<file path="src/rtl/src_pkg.sv">
// Shared encodings for the Mini SRC control sequencer: opcodes, ALU codes, steps.
package src_pkg;

  localparam int unsigned OP_W  = 5;
  localparam int unsigned ALU_W = 5;
  localparam int unsigned ST_W  = 4;

  // Instruction word layout; Rc overlaps the upper bits of C.
  typedef struct packed {
    logic [OP_W-1:0] opcode;
    logic [3:0]      ra;
    logic [3:0]      rb;
    logic [18:0]     c;
  } ir_fields_t;

  localparam logic [OP_W-1:0] OP_LD   = 5'b00000;
  localparam logic [OP_W-1:0] OP_LDI  = 5'b00001;
  localparam logic [OP_W-1:0] OP_ST   = 5'b00010;
  localparam logic [OP_W-1:0] OP_ADD  = 5'b00011;
  localparam logic [OP_W-1:0] OP_SUB  = 5'b00100;
  localparam logic [OP_W-1:0] OP_AND  = 5'b01001;
  localparam logic [OP_W-1:0] OP_OR   = 5'b01010;
  localparam logic [OP_W-1:0] OP_ADDI = 5'b01011;
  localparam logic [OP_W-1:0] OP_ANDI = 5'b01100;
  localparam logic [OP_W-1:0] OP_ORI  = 5'b01101;
  localparam logic [OP_W-1:0] OP_BR   = 5'b10010;
  localparam logic [OP_W-1:0] OP_JR   = 5'b10011;
  localparam logic [OP_W-1:0] OP_MFHI = 5'b10111;
  localparam logic [OP_W-1:0] OP_MFLO = 5'b11000;
  localparam logic [OP_W-1:0] OP_NOP  = 5'b11001;
  localparam logic [OP_W-1:0] OP_HALT = 5'b11010;

  localparam logic [ALU_W-1:0] ALU_ADD = 5'b00011;
  localparam logic [ALU_W-1:0] ALU_SUB = 5'b00100;
  localparam logic [ALU_W-1:0] ALU_AND = 5'b01001;
  localparam logic [ALU_W-1:0] ALU_OR  = 5'b01010;
  localparam logic [ALU_W-1:0] ALU_INC = 5'b11111;

  localparam logic [ST_W-1:0] ST_RESET = 4'd0;
  localparam logic [ST_W-1:0] ST_T0    = 4'd1;
  localparam logic [ST_W-1:0] ST_T1    = 4'd2;
  localparam logic [ST_W-1:0] ST_T2    = 4'd3;
  localparam logic [ST_W-1:0] ST_T3    = 4'd4;
  localparam logic [ST_W-1:0] ST_T4    = 4'd5;
  localparam logic [ST_W-1:0] ST_T5    = 4'd6;
  localparam logic [ST_W-1:0] ST_T6    = 4'd7;
  localparam logic [ST_W-1:0] ST_T7    = 4'd8;
  localparam logic [ST_W-1:0] ST_HALT  = 4'd9;

  // Final step of each instruction; nop, halt and undefined opcodes end at T2.
  function automatic logic [ST_W-1:0] last_step(input logic [OP_W-1:0] op);
    case (op)
      OP_JR, OP_MFHI, OP_MFLO:                    last_step = ST_T3;
      OP_ADD, OP_SUB, OP_AND, OP_OR,
      OP_ADDI, OP_ANDI, OP_ORI, OP_LDI:           last_step = ST_T5;
      OP_BR:                                      last_step = ST_T6;
      OP_LD, OP_ST:                               last_step = ST_T7;
      default:                                    last_step = ST_T2;
    endcase
  endfunction

  // ALU operation for the immediate forms.
  function automatic logic [ALU_W-1:0] imm_alu(input logic [OP_W-1:0] op);
    case (op)
      OP_ANDI: imm_alu = ALU_AND;
      OP_ORI:  imm_alu = ALU_OR;
      default: imm_alu = ALU_ADD;
    endcase
  endfunction

endpackage

</file>
<file path="src/rtl/step_counter.sv">
// Step register for the control sequencer: RESET, T0-T7, HALT.
module step_counter
  import src_pkg::*;
(
  input  logic            clk,
  input  logic            clr,
  input  logic [OP_W-1:0] opcode,
  input  logic            stop,
  output logic [ST_W-1:0] state
);

  logic [ST_W-1:0] state_q;
  logic [ST_W-1:0] state_d;
  logic [ST_W-1:0] boundary;

  // Where an instruction goes when it finishes: next fetch unless halting.
  assign boundary = stop ? ST_HALT : ST_T0;

  // Next-step selection from current step and opcode.
  always_comb begin
    state_d = state_q;
    case (state_q)
      ST_RESET: state_d = ST_T0;
      ST_T0:    state_d = ST_T1;
      ST_T1:    state_d = ST_T2;
      ST_T2: begin
        if (opcode == OP_HALT)              state_d = ST_HALT;
        else if (last_step(opcode) == ST_T2) state_d = boundary;
        else                                 state_d = ST_T3;
      end
      ST_T3, ST_T4, ST_T5, ST_T6, ST_T7: begin
        if (last_step(opcode) == state_q) state_d = boundary;
        else                              state_d = ST_W'(state_q + 4'd1);
      end
      ST_HALT:  state_d = ST_HALT;
      default:  state_d = ST_RESET;
    endcase
  end

  // Step register; clr overrides everything, including stop.
  always_ff @(posedge clk) begin
    if (clr) state_q <= ST_RESET;
    else     state_q <= state_d;
  end

  assign state = state_q;

endmodule

</file>
<file path="src/rtl/control_unit.sv">
// Hardwired Mini SRC control unit: step sequencing plus Moore output decode.
module control_unit
  import src_pkg::*;
(
  input  logic             clk,
  input  logic             clr,
  input  logic [31:0]      ir,
  input  logic             con_ff,
  input  logic             stop,
  output logic             Pout,
  output logic             MDROut,
  output logic             ZLOout,
  output logic             HIout,
  output logic             LOout,
  output logic             Cout,
  output logic             BAout,
  output logic             MARen,
  output logic             MDRen,
  output logic             IRen,
  output logic             Yen,
  output logic             Pen,
  output logic             ZLOen,
  output logic             ZHIen,
  output logic             Read,
  output logic             Write,
  output logic             Gra,
  output logic             Grb,
  output logic             Grc,
  output logic             Rin,
  output logic             Rout,
  output logic             ConIn,
  output logic [ALU_W-1:0] alu_control,
  output logic             run
);

  ir_fields_t      ir_f;
  logic [OP_W-1:0] op;
  logic [ST_W-1:0] state;
  logic            unused_ir;

  assign ir_f      = ir_fields_t'(ir);
  assign op        = ir_f.opcode;
  assign unused_ir = ^{ir_f.ra, ir_f.rb, ir_f.c};

  step_counter u_step (
    .clk    (clk),
    .clr    (clr),
    .opcode (op),
    .stop   (stop),
    .state  (state)
  );

  // Control signals for the current step; anything not named stays 0.
  always_comb begin
    Pout = 1'b0; MDROut = 1'b0; ZLOout = 1'b0; HIout = 1'b0; LOout = 1'b0;
    Cout = 1'b0; BAout = 1'b0;
    MARen = 1'b0; MDRen = 1'b0; IRen = 1'b0; Yen = 1'b0; Pen = 1'b0;
    ZLOen = 1'b0; ZHIen = 1'b0;
    Read = 1'b0; Write = 1'b0;
    Gra = 1'b0; Grb = 1'b0; Grc = 1'b0; Rin = 1'b0; Rout = 1'b0; ConIn = 1'b0;
    alu_control = '0;
    run = (state != ST_RESET) && (state != ST_HALT);
    case (state)
      ST_T0: begin
        Pout = 1'b1; MARen = 1'b1; alu_control = ALU_INC; ZLOen = 1'b1;
      end
      ST_T1: begin
        ZLOout = 1'b1; Pen = 1'b1; Read = 1'b1; MDRen = 1'b1;
      end
      ST_T2: begin
        MDROut = 1'b1; IRen = 1'b1;
      end
      ST_T3: begin
        case (op)
          OP_ADD, OP_SUB, OP_AND, OP_OR, OP_ADDI, OP_ANDI, OP_ORI: begin
            Grb = 1'b1; Rout = 1'b1; Yen = 1'b1;
          end
          OP_LD, OP_LDI, OP_ST: begin
            Grb = 1'b1; BAout = 1'b1; Yen = 1'b1;
          end
          OP_BR: begin
            Gra = 1'b1; Rout = 1'b1; ConIn = 1'b1;
          end
          OP_JR: begin
            Gra = 1'b1; Rout = 1'b1; Pen = 1'b1;
          end
          OP_MFHI: begin
            HIout = 1'b1; Gra = 1'b1; Rin = 1'b1;
          end
          OP_MFLO: begin
            LOout = 1'b1; Gra = 1'b1; Rin = 1'b1;
          end
          default: ;
        endcase
      end
      ST_T4: begin
        case (op)
          OP_ADD, OP_SUB, OP_AND, OP_OR: begin
            Grc = 1'b1; Rout = 1'b1; alu_control = op; ZLOen = 1'b1;
          end
          OP_ADDI, OP_ANDI, OP_ORI: begin
            Cout = 1'b1; alu_control = imm_alu(op); ZLOen = 1'b1;
          end
          OP_LD, OP_LDI, OP_ST: begin
            Cout = 1'b1; alu_control = ALU_ADD; ZLOen = 1'b1;
          end
          OP_BR: begin
            Pout = 1'b1; Yen = 1'b1;
          end
          default: ;
        endcase
      end
      ST_T5: begin
        case (op)
          OP_ADD, OP_SUB, OP_AND, OP_OR, OP_ADDI, OP_ANDI, OP_ORI, OP_LDI: begin
            ZLOout = 1'b1; Gra = 1'b1; Rin = 1'b1;
          end
          OP_LD, OP_ST: begin
            ZLOout = 1'b1; MARen = 1'b1;
          end
          OP_BR: begin
            Cout = 1'b1; alu_control = ALU_ADD; ZLOen = 1'b1;
          end
          default: ;
        endcase
      end
      ST_T6: begin
        case (op)
          OP_LD: begin
            Read = 1'b1; MDRen = 1'b1;
          end
          OP_ST: begin
            Gra = 1'b1; Rout = 1'b1; MDRen = 1'b1;
          end
          OP_BR: begin
            ZLOout = 1'b1; Pen = con_ff;
          end
          default: ;
        endcase
      end
      ST_T7: begin
        case (op)
          OP_LD: begin
            MDROut = 1'b1; Gra = 1'b1; Rin = 1'b1;
          end
          OP_ST:   Write = 1'b1;
          default: ;
        endcase
      end
      default: ;
    endcase
  end

endmodule
</file>
<file path="config.mk">
export PLATFORM = sky130hd
export DESIGN_NAME = control_unit
export DESIGN_NICKNAME = d
export VERILOG_FILES = /design/src/rtl/src_pkg.sv /design/src/rtl/step_counter.sv /design/src/rtl/control_unit.sv
export SDC_FILE = /design/constraint.sdc
export NUM_CORES = 1
export LEC_CHECK = 0
export CAP_MARGIN = 20
export CORE_ASPECT_RATIO = 0.8
export CORE_UTILIZATION = 57
export DETAILED_ROUTE_END_ITERATION = 8
export DONT_BUFFER_PORTS = 1
export HOLD_SLACK_MARGIN = 0.06
export PLACE_DENSITY = 0.75
export RECOVER_POWER = 100
export SLEW_MARGIN = 15
export SYNTH_ARGS = -nofsm -noshare
export SYNTH_HDL_FRONTEND = slang
export SYNTH_SLANG_ARGS = --single-unit
</file>
<file path="constraint.sdc">
create_clock -name clk -period 1.97 [get_ports clk]
set_clock_uncertainty 0.2 [all_clocks]
set_input_delay 0.2955 -clock clk [delete_from_list [all_inputs] [get_ports clk]]
set_output_delay 0.2955 -clock clk [all_outputs]
set_load 0.05 [all_outputs]
</file>
==> flow_metrics.py, run 1 <==
metrics = {
    "clock_tree": {
        "cts_hold_buf": 0,
        "htreeDepth": 1,
        "cts_setup_buffers": 9,
        "cts_buffer_depth": 2,
        "cts-root-buf": "clkbuf_4",
        "cts_resized": 47,
        "cts.sinks": 4,
        "cts_buffers": 3,
    },
    "synth": {
        "postSynthCellCount": 181,
        "yosysWarnings": 0,
        "ys.flop_type": "dfxtp_1",
        "synth_area_per_cell_um2": 6.41,
        "synth-seq-cells": 4,
        "netlist_top_cells_area": "nor2_1 9.1%, dfxtp_1 6.9%, nand2_1 6.1%, o21ai_0 5.2%, ha_1 4.3%",
        "ys_seq_area_share_pct": 6.90,
        "synth_area_um2": 1160,
        "synth-edff-count": 0,
        "synth_top_area_cell": "nor2_1",
        "ys_async_sr_fraction_pct": 0,
        "synth_top_area_share_pct": 9.05,
        "syn_nets": 221,
        "synth_cell_types": 55,
    },
    "floorplanning": {
        "num_rows": 14,
        "fp.dieH_um": 42.4,
        "io_pins": 64,
        "start_util_pct": 61.4,
        "die_w_um": 52.5,
    },
    "placement": {
        "place.gp.congestion": 0.938,
        "io_buffers": 0,
        "dpl_cell_area_um2": 1740,
        "dp.cells": 237,
        "dp_hpwl_mm": 3.67,
    },
    "status": {
        "first-error": "[ERROR DPL-0038] Utilization greater than 100%, impossible to legalize",
        "status": "aborted with a tool error",
        "lastStage": "clock tree synthesis",
    },
}
==> cell usage after synthesis, types with 2 or more instances <==
library cell,instances
a211oi_1,2
a21o_1,2
a21oi_1,6
a311o_1,2
a311oi_1,2
a31o_2,2
a31oi_1,4
and3_1,6
and3b_1,3
buf_1,2
buf_2,6
clkbuf_1,5
dfxtp_1,4
ha_1,4
inv_1,6
mux2_2,2
mux2i_1,2
nand2_1,19
nand2b_1,5
nand3_1,6
nand3b_1,4
nand4_1,2
nor2_1,28
nor2b_1,6
nor3_1,3
nor4_1,2
o21a_1,2
o21ai_0,12
o21bai_1,2
xnor2_1,4
xor2_1,2
==> cell families after synthesis <==
| logic type | after synthesis | synth area share, % |
|---|---|---|
| compound gates | 49 | 31.5 |
| xor+xnor | 6 | 4.53 |
| fa+ha+maj | 4 | 4.31 |
| buf+inv | 22 | 8.73 |
| flops | 4 | 6.90 |
| mux | 4 | 3.66 |
| other cells | 1 | 0.323 |
| simple gates | 91 | 40.1 |
==> through the flow <==
stage	hold slack (ps)	worst slack [ps]	setup TNS, ps
global placement	433	-128	-458
detailed placement	452	-184	-1240
floorplan	295	-164	-1000
==> run 2: changes to the inputs <==
- CORE_AREA: not set -> 2 2 63 65
- CORE_ASPECT_RATIO: 0.8 -> not set
- CORE_UTILIZATION: 57 -> not set
- DIE_AREA: not set -> 0 0 65 67
- HOLD_SLACK_MARGIN: 0.06 -> not set
- PLACE_DENSITY: 0.75 -> not set
- PLACE_DENSITY_LB_ADDON: not set -> 0.15
- clock period: 1.97 -> 2.55 ns (I/O delays scaled with it)
==> run 2 against run 1 <==
Net effect:
- the flow now finishes without violations
- synthesized cell count unchanged
- area after synthesis unchanged
==> flow_metrics.py, run 2 <==
metrics = {
    "status": {
        "status": "complete, no violations",
    },
    "placement": {
        "io_buffers": 0,
        "dp_hpwl_mm": 2.84,
        "place.gp.congestion": 0.883,
    },
    "synth": {
        "ys_async_sr_fraction_pct": 0,
        "syn_nets": 221,
        "synth_top_area_share_pct": 9.05,
        "synth_area_um2": 1160,
        "synth-seq-cells": 4,
        "netlist_top_cells_area": "nor2_1 9.1%, dfxtp_1 6.9%, nand2_1 6.1%, o21ai_0 5.2%, ha_1 4.3%",
        "synth_top_area_cell": "nor2_1",
        "yosysMostFrequentCell": "nor2_1",
        "synth_area_per_cell_um2": 6.41,
        "postSynthCellCount": 181,
        "synth_cell_types": 55,
        "yosys-top-cells-count": "28 x nor2_1, 19 x nand2_1, 12 x o21ai_0",
        "synth-edff-count": 0,
        "yosysWarnings": 0,
        "ys.flop_type": "dfxtp_1",
        "ys_seq_area_share_pct": 6.90,
    },
    "power_and_ir_drop": {
        "peakVddDrop_v": 0.000456,
        "p_switching_uw": 725,
        "p_leak_nw": 0.637,
        "clkPwrFrac_pct": 10.9,
        "intPower_uw": 521,
        "p_comb_share_pct": 80.8,
        "swShare_pct": 58.2,
        "p_per_area_nw_per_um2": 835,
        "power.total_mw": 1.25,
        "p_seq_share_pct": 8.4,
    },
    "floorplanning": {
        "fp.dieH_um": 67,
        "num_rows": 22,
        "core_area_um2": 3610,
        "dieArea_um2": 4360,
        "io_pins": 64,
        "start_util_pct": 32.2,
        "die_w_um": 65,
    },
    "clock_tree": {
        "cts-root-buf": "clkbuf_8",
        "cts_tree": "built",
        "insertion_delay_ps": 220,
        "cts_buffer_depth": 2,
        "cts.sinks": 4,
        "cts_buffers": 3,
        "cts_setup_buffers": 0,
        "clk_pin_slew_worst_paths_ps": 30,
        "htreeDepth": 1,
    },
    "global_routing": {
        "grt_pass1_vias": 1254,
        "grt_first_pass_wirelength_mm": 6.20,
        "track_usage_pct": 17.9,
        "grt_antenna_before_repair": 0,
        "grt_max_degree": 30,
        "grt_overflow": 0,
    },
    "timing": {
        "hold_violations": 0,
        "slew_violations": 0,
        "grt_setup_unrepaired": "no",
        "finalCritPeriodShare_pct": 94.6,
        "slew_headroom_pct": 60.6,
        "period_minus_slack_ps": 2410,
        "timing_worst_slew_pin_value_ps": 584,
        "setup_viol": 0,
        "fmax_mhz": 415,
    },
    "detailed_routing": {
        "drc_errors": 0,
        "wl_per_cell_um": 15.0,
        "wl_met3_um": 185,
        "met2_length_mm": 1.74,
        "vias": 1385,
        "dr.max_layer_used": "met4",
        "drt-vias-per-instance": 5.65,
        "wl_met1_mm": 1.71,
        "totalWireLength_mm": 3.69,
        "ant_nets": 0,
        "drtIter0Drc": 81,
        "dr.pass1.iters": 4,
    },
    "setup_path": {
        "end_kind": "output pin",
        "crit_type": "register to output pin",
        "cp.arrival_ps": 1830,
        "start_kind": "register",
        "rrSetupSlack_ps": 210,
        "path_max_fanout": 6,
        "required_ps": 1970,
    },
    "min_path": {
        "min_path_type": "input port to register",
    },
    "job": {
        "drv_cap": 0,
    },
    "cells_and_area": {
        "layout_commonest_cell": "nor2_1",
        "diodes": 0,
        "drive_above_1_share_pct": 26.4,
        "largest_reg_flops": 4,
        "area.growth.synth_to_final_pct": 28.4,
        "fin_util_pct": 41.4,
        "nNetsFinal": 239,
        "final_cell_mix": "25 x nor2_1, 19 x nand2_1, 9 x o21ai_0, 9 x buf_4, 8 x clkbuf_2",
    },
}
==> run 2: cell counts after synthesis <==
No cell type changed its count.
==> run 2: final timing paths <==
check                                     start         endpoint  cells past startpoint
worst max-delay path            u_step.state[1]              Gra                      6
worst min-delay path                        clr  u_step.state[1]                      2
worst max register to register  u_step.state[1]  u_step.state[0]                      6
worst min register to register  u_step.state[0]  u_step.state[0]                      2
==> run 2: worst max-delay path: stages (launching register included) <==
cell and delay [ps]:
dfxtp_1 410, inv_1 110, ha_1 280, nand3b_1 170, nor2b_1 80, a311o_2 320
nand2b_4 220
==> run 2: per-stage QoR <==
step,hold slack [ps],setup TNS [ps],std cells,area [um2],setup slack (ps)
final,202,0,245,1490,139
after global routing,218,0,245,1490,4.54
after CTS,193,0,245,1530,19.7
after detailed placement,428,0,242,1480,224
after global placement,434,0,242,1480,268
after floorplan,390,-210,181,1200,-210
==> run 2: area by class of cell <==
class                      count  area [um2]
tap                           48        60.1
clock buffer                   3        41.3
timing repair buffer          28         238
fill                         402        2110
multi-input combinational    155        1040
inverter                       7        26.3
sequential                     4        81.3
==> run 2: power groups by stage <==
| stage | clock [mW] | combinational (mW) | sequential (mW) |
|---|---|---|---|
| 6_report | 0.135 | 1.01 | 0.104 |
| 5_1_grt | 0.147 | 1.07 | 0.109 |
| 4_1_cts | 0.140 | 1.03 | 0.102 |
| 3_5_place_dp | 0 | 1.03 | 0.103 |
| 3_3_place_gp | 0 | 1.02 | 0.104 |
| 2_1_floorplan | 0 | 0.731 | 0.0962 |
==> run 2: routing by layer <==
metal	track usage, %	up-vias
li1	-	684
met2	28.9	50
met1	25.2	647
met4	3.99	0
met3	2.36	4
met5	0	-
==> run 2: what timing repair did <==
| action | CTS | global route |
|---|---|---|
| resized for setup | 0 | 6 |
| hold buffers | 0 | 0 |
| setup endpoints to repair | 0 | 11 |
==> run 2: kinds of logic after synthesis <==
family,Yosys count,synth area share [%]
other,1,0.323
AND/OR/NAND/NOR,91,40.1
buffers and inverters,22,8.73
adder cells (fa/ha/maj),4,4.31
multiplexers,4,3.66
XOR/XNOR,6,4.53
AO/OA/AOI/OAI,49,31.5
flip-flops,4,6.90
(Power assumes the default switching activity.)
==> RTL change: new RTL, flow settings as in run 2 <==
`ST_W`: 4 -> 6.
--- a/src/rtl/src_pkg.sv
+++ b/src/rtl/src_pkg.sv
@@ -3,7 +3,7 @@
 
   localparam int unsigned OP_W  = 5;
   localparam int unsigned ALU_W = 5;
-  localparam int unsigned ST_W  = 4;
+  localparam int unsigned ST_W  = 6;
 
   // Instruction word layout; Rc overlaps the upper bits of C.
   typedef struct packed {
Check against the original RTL: same outputs for any inputs over 10 cycles, from zero or initial values; that may be too few to reach the edited logic, so the function may still have changed.
==> RTL change against run 2 <==
- wire length up 10%
- synthesized area increased by 4.2%
- die area unchanged
- final area increased by 7.3%
- setup slack worse by 0.060 ns
- final cell count grew 7.3%
- register-to-register slack better by 0.07 ns
- sequential cell count up 2
- count of clock-buffer cells in the layout stayed put
Power is left out: it rests on default switching activity, and per cell area and clock period it moved more than threefold.
==> RTL change: results (changes against run 2) <==
Worst Path Arrival -> 1.89 ns (+0.06 ns)
layout cell share with drive strength beyond 1 -> 0.307 (+0.0430)
origin of the worst setup path -> u_step.state[2]
routability cong. -> 0.909 (+2.9%)
Largest register FFs -> 6 (+2)
top cells by count, synth -> nand2_1, nor2_1, a21oi_1, o21ai_0, nor3_1
Slowest cell on crit path -> or3b_4
Synth area leaders -> dfxtp_1, nand2_1, a21oi_1, o21ai_0, nor2_1
post-synthesis adder-cell area fraction -> 0.0414 (-0.00174)
DR vias -> 1454 (+5.0%)
GRT Total Usage -> 0.190 (+0.0112)
final wirelength -> 4.07 mm (+10%)
Reg2Reg Depth -> 9 (+3)
Worst R2R End -> u_step.state[1]
mux cell area share after synthesis -> 0.00827 (-0.0284)
fin nets -> 257 (+7.5%)
r2r startpoint -> u_step.state[0]
status -> finished clean
XOR/XNOR Fraction of Synth Area -> 0.0434 (-0.00183)
largest net degree at the start of global routing -> 25 (-17%)
Post-Syn Instances -> 190 (+5.0%)
fill count -> 391 (-2.7%)
Starting DRT DRC Count -> 151 (+86%)
DR vias/cell -> 5.53 (-2.2%)
DP Area -> 1550 um^2 (+4.7%)
Hold Path Sink -> u_step.state[0]
Netlist cell types -> 56 (+1.8%)
## RTL change: cells by family (layout without fill, tap and decap cells)
group,Yosys count,count (layout)
buffers and inverters,21,44
AOI/OAI and AO/OA,54,54
adders and majority gates,4,4
xor gates and xnor gates,6,6
and+or+nand+nor,97,97
DFF,6,6
other,1,3
muxes,1,1
## RTL change: worst max-delay path by stage
stage	slack, ns	endpoint
6_report	0.08	alu_control[1]
2_1_floorplan	-0.33	alu_control[0]
3_3_place_gp	0.12	alu_control[0]
4_1_cts	0.006	Rout
5_1_grt	0.009	Rin
3_5_place_dp	0.09	alu_control[0]
## RTL change: metal layers
| layer | share of wire | wire, um | global-route usage |
|---|---|---|---|
| met3 | 0.056 | 227 | 0.0355 |
| met2 | 0.49 | 2010 | 0.347 |
| met1 | 0.45 | 1820 | 0.239 |
| met4 | 0.0029 | 12 | 0.0186 |
| met5 | 0 | 0 | 0 |
## RTL change: timing repair
item                       in CTS  in global routing
cloned                          0                  0
setup endpoints to repair      10                  6
resized for setup              11                 13
pin swaps                       2                  3
## RTL change: through the flow
stage                     utilization  setup WS (ns)  setup TNS, ns
after floorplan                     -         -0.328          -1.09
after global placement          0.431          0.121              0
after detailed placement        0.431         0.0887              0
after CTS                       0.452        0.00637              0
after global routing            0.444        0.00941              0
final                           0.444         0.0793              0
## RTL change: layout make-up
type,count,share of cell area
sequential,6,0.0821
clock buffer,3,0.0258
inverter,8,0.0188
multi-input combinational,165,0.673
tap,48,0.0375
timing repair buffer,33,0.163
## RTL change: worst register-to-register path, stage by stage, from the launching register on
cell	delay, ns
dfxtp_4	0.35
inv_1	0.07
clkbuf_1	0.18
ha_1	0.37
nor3_1	0.08
a2bb2oi_1	0.16
nor3_1	0.33
nand2b_1	0.13
a21oi_1	0.20
a21o_1	0.14
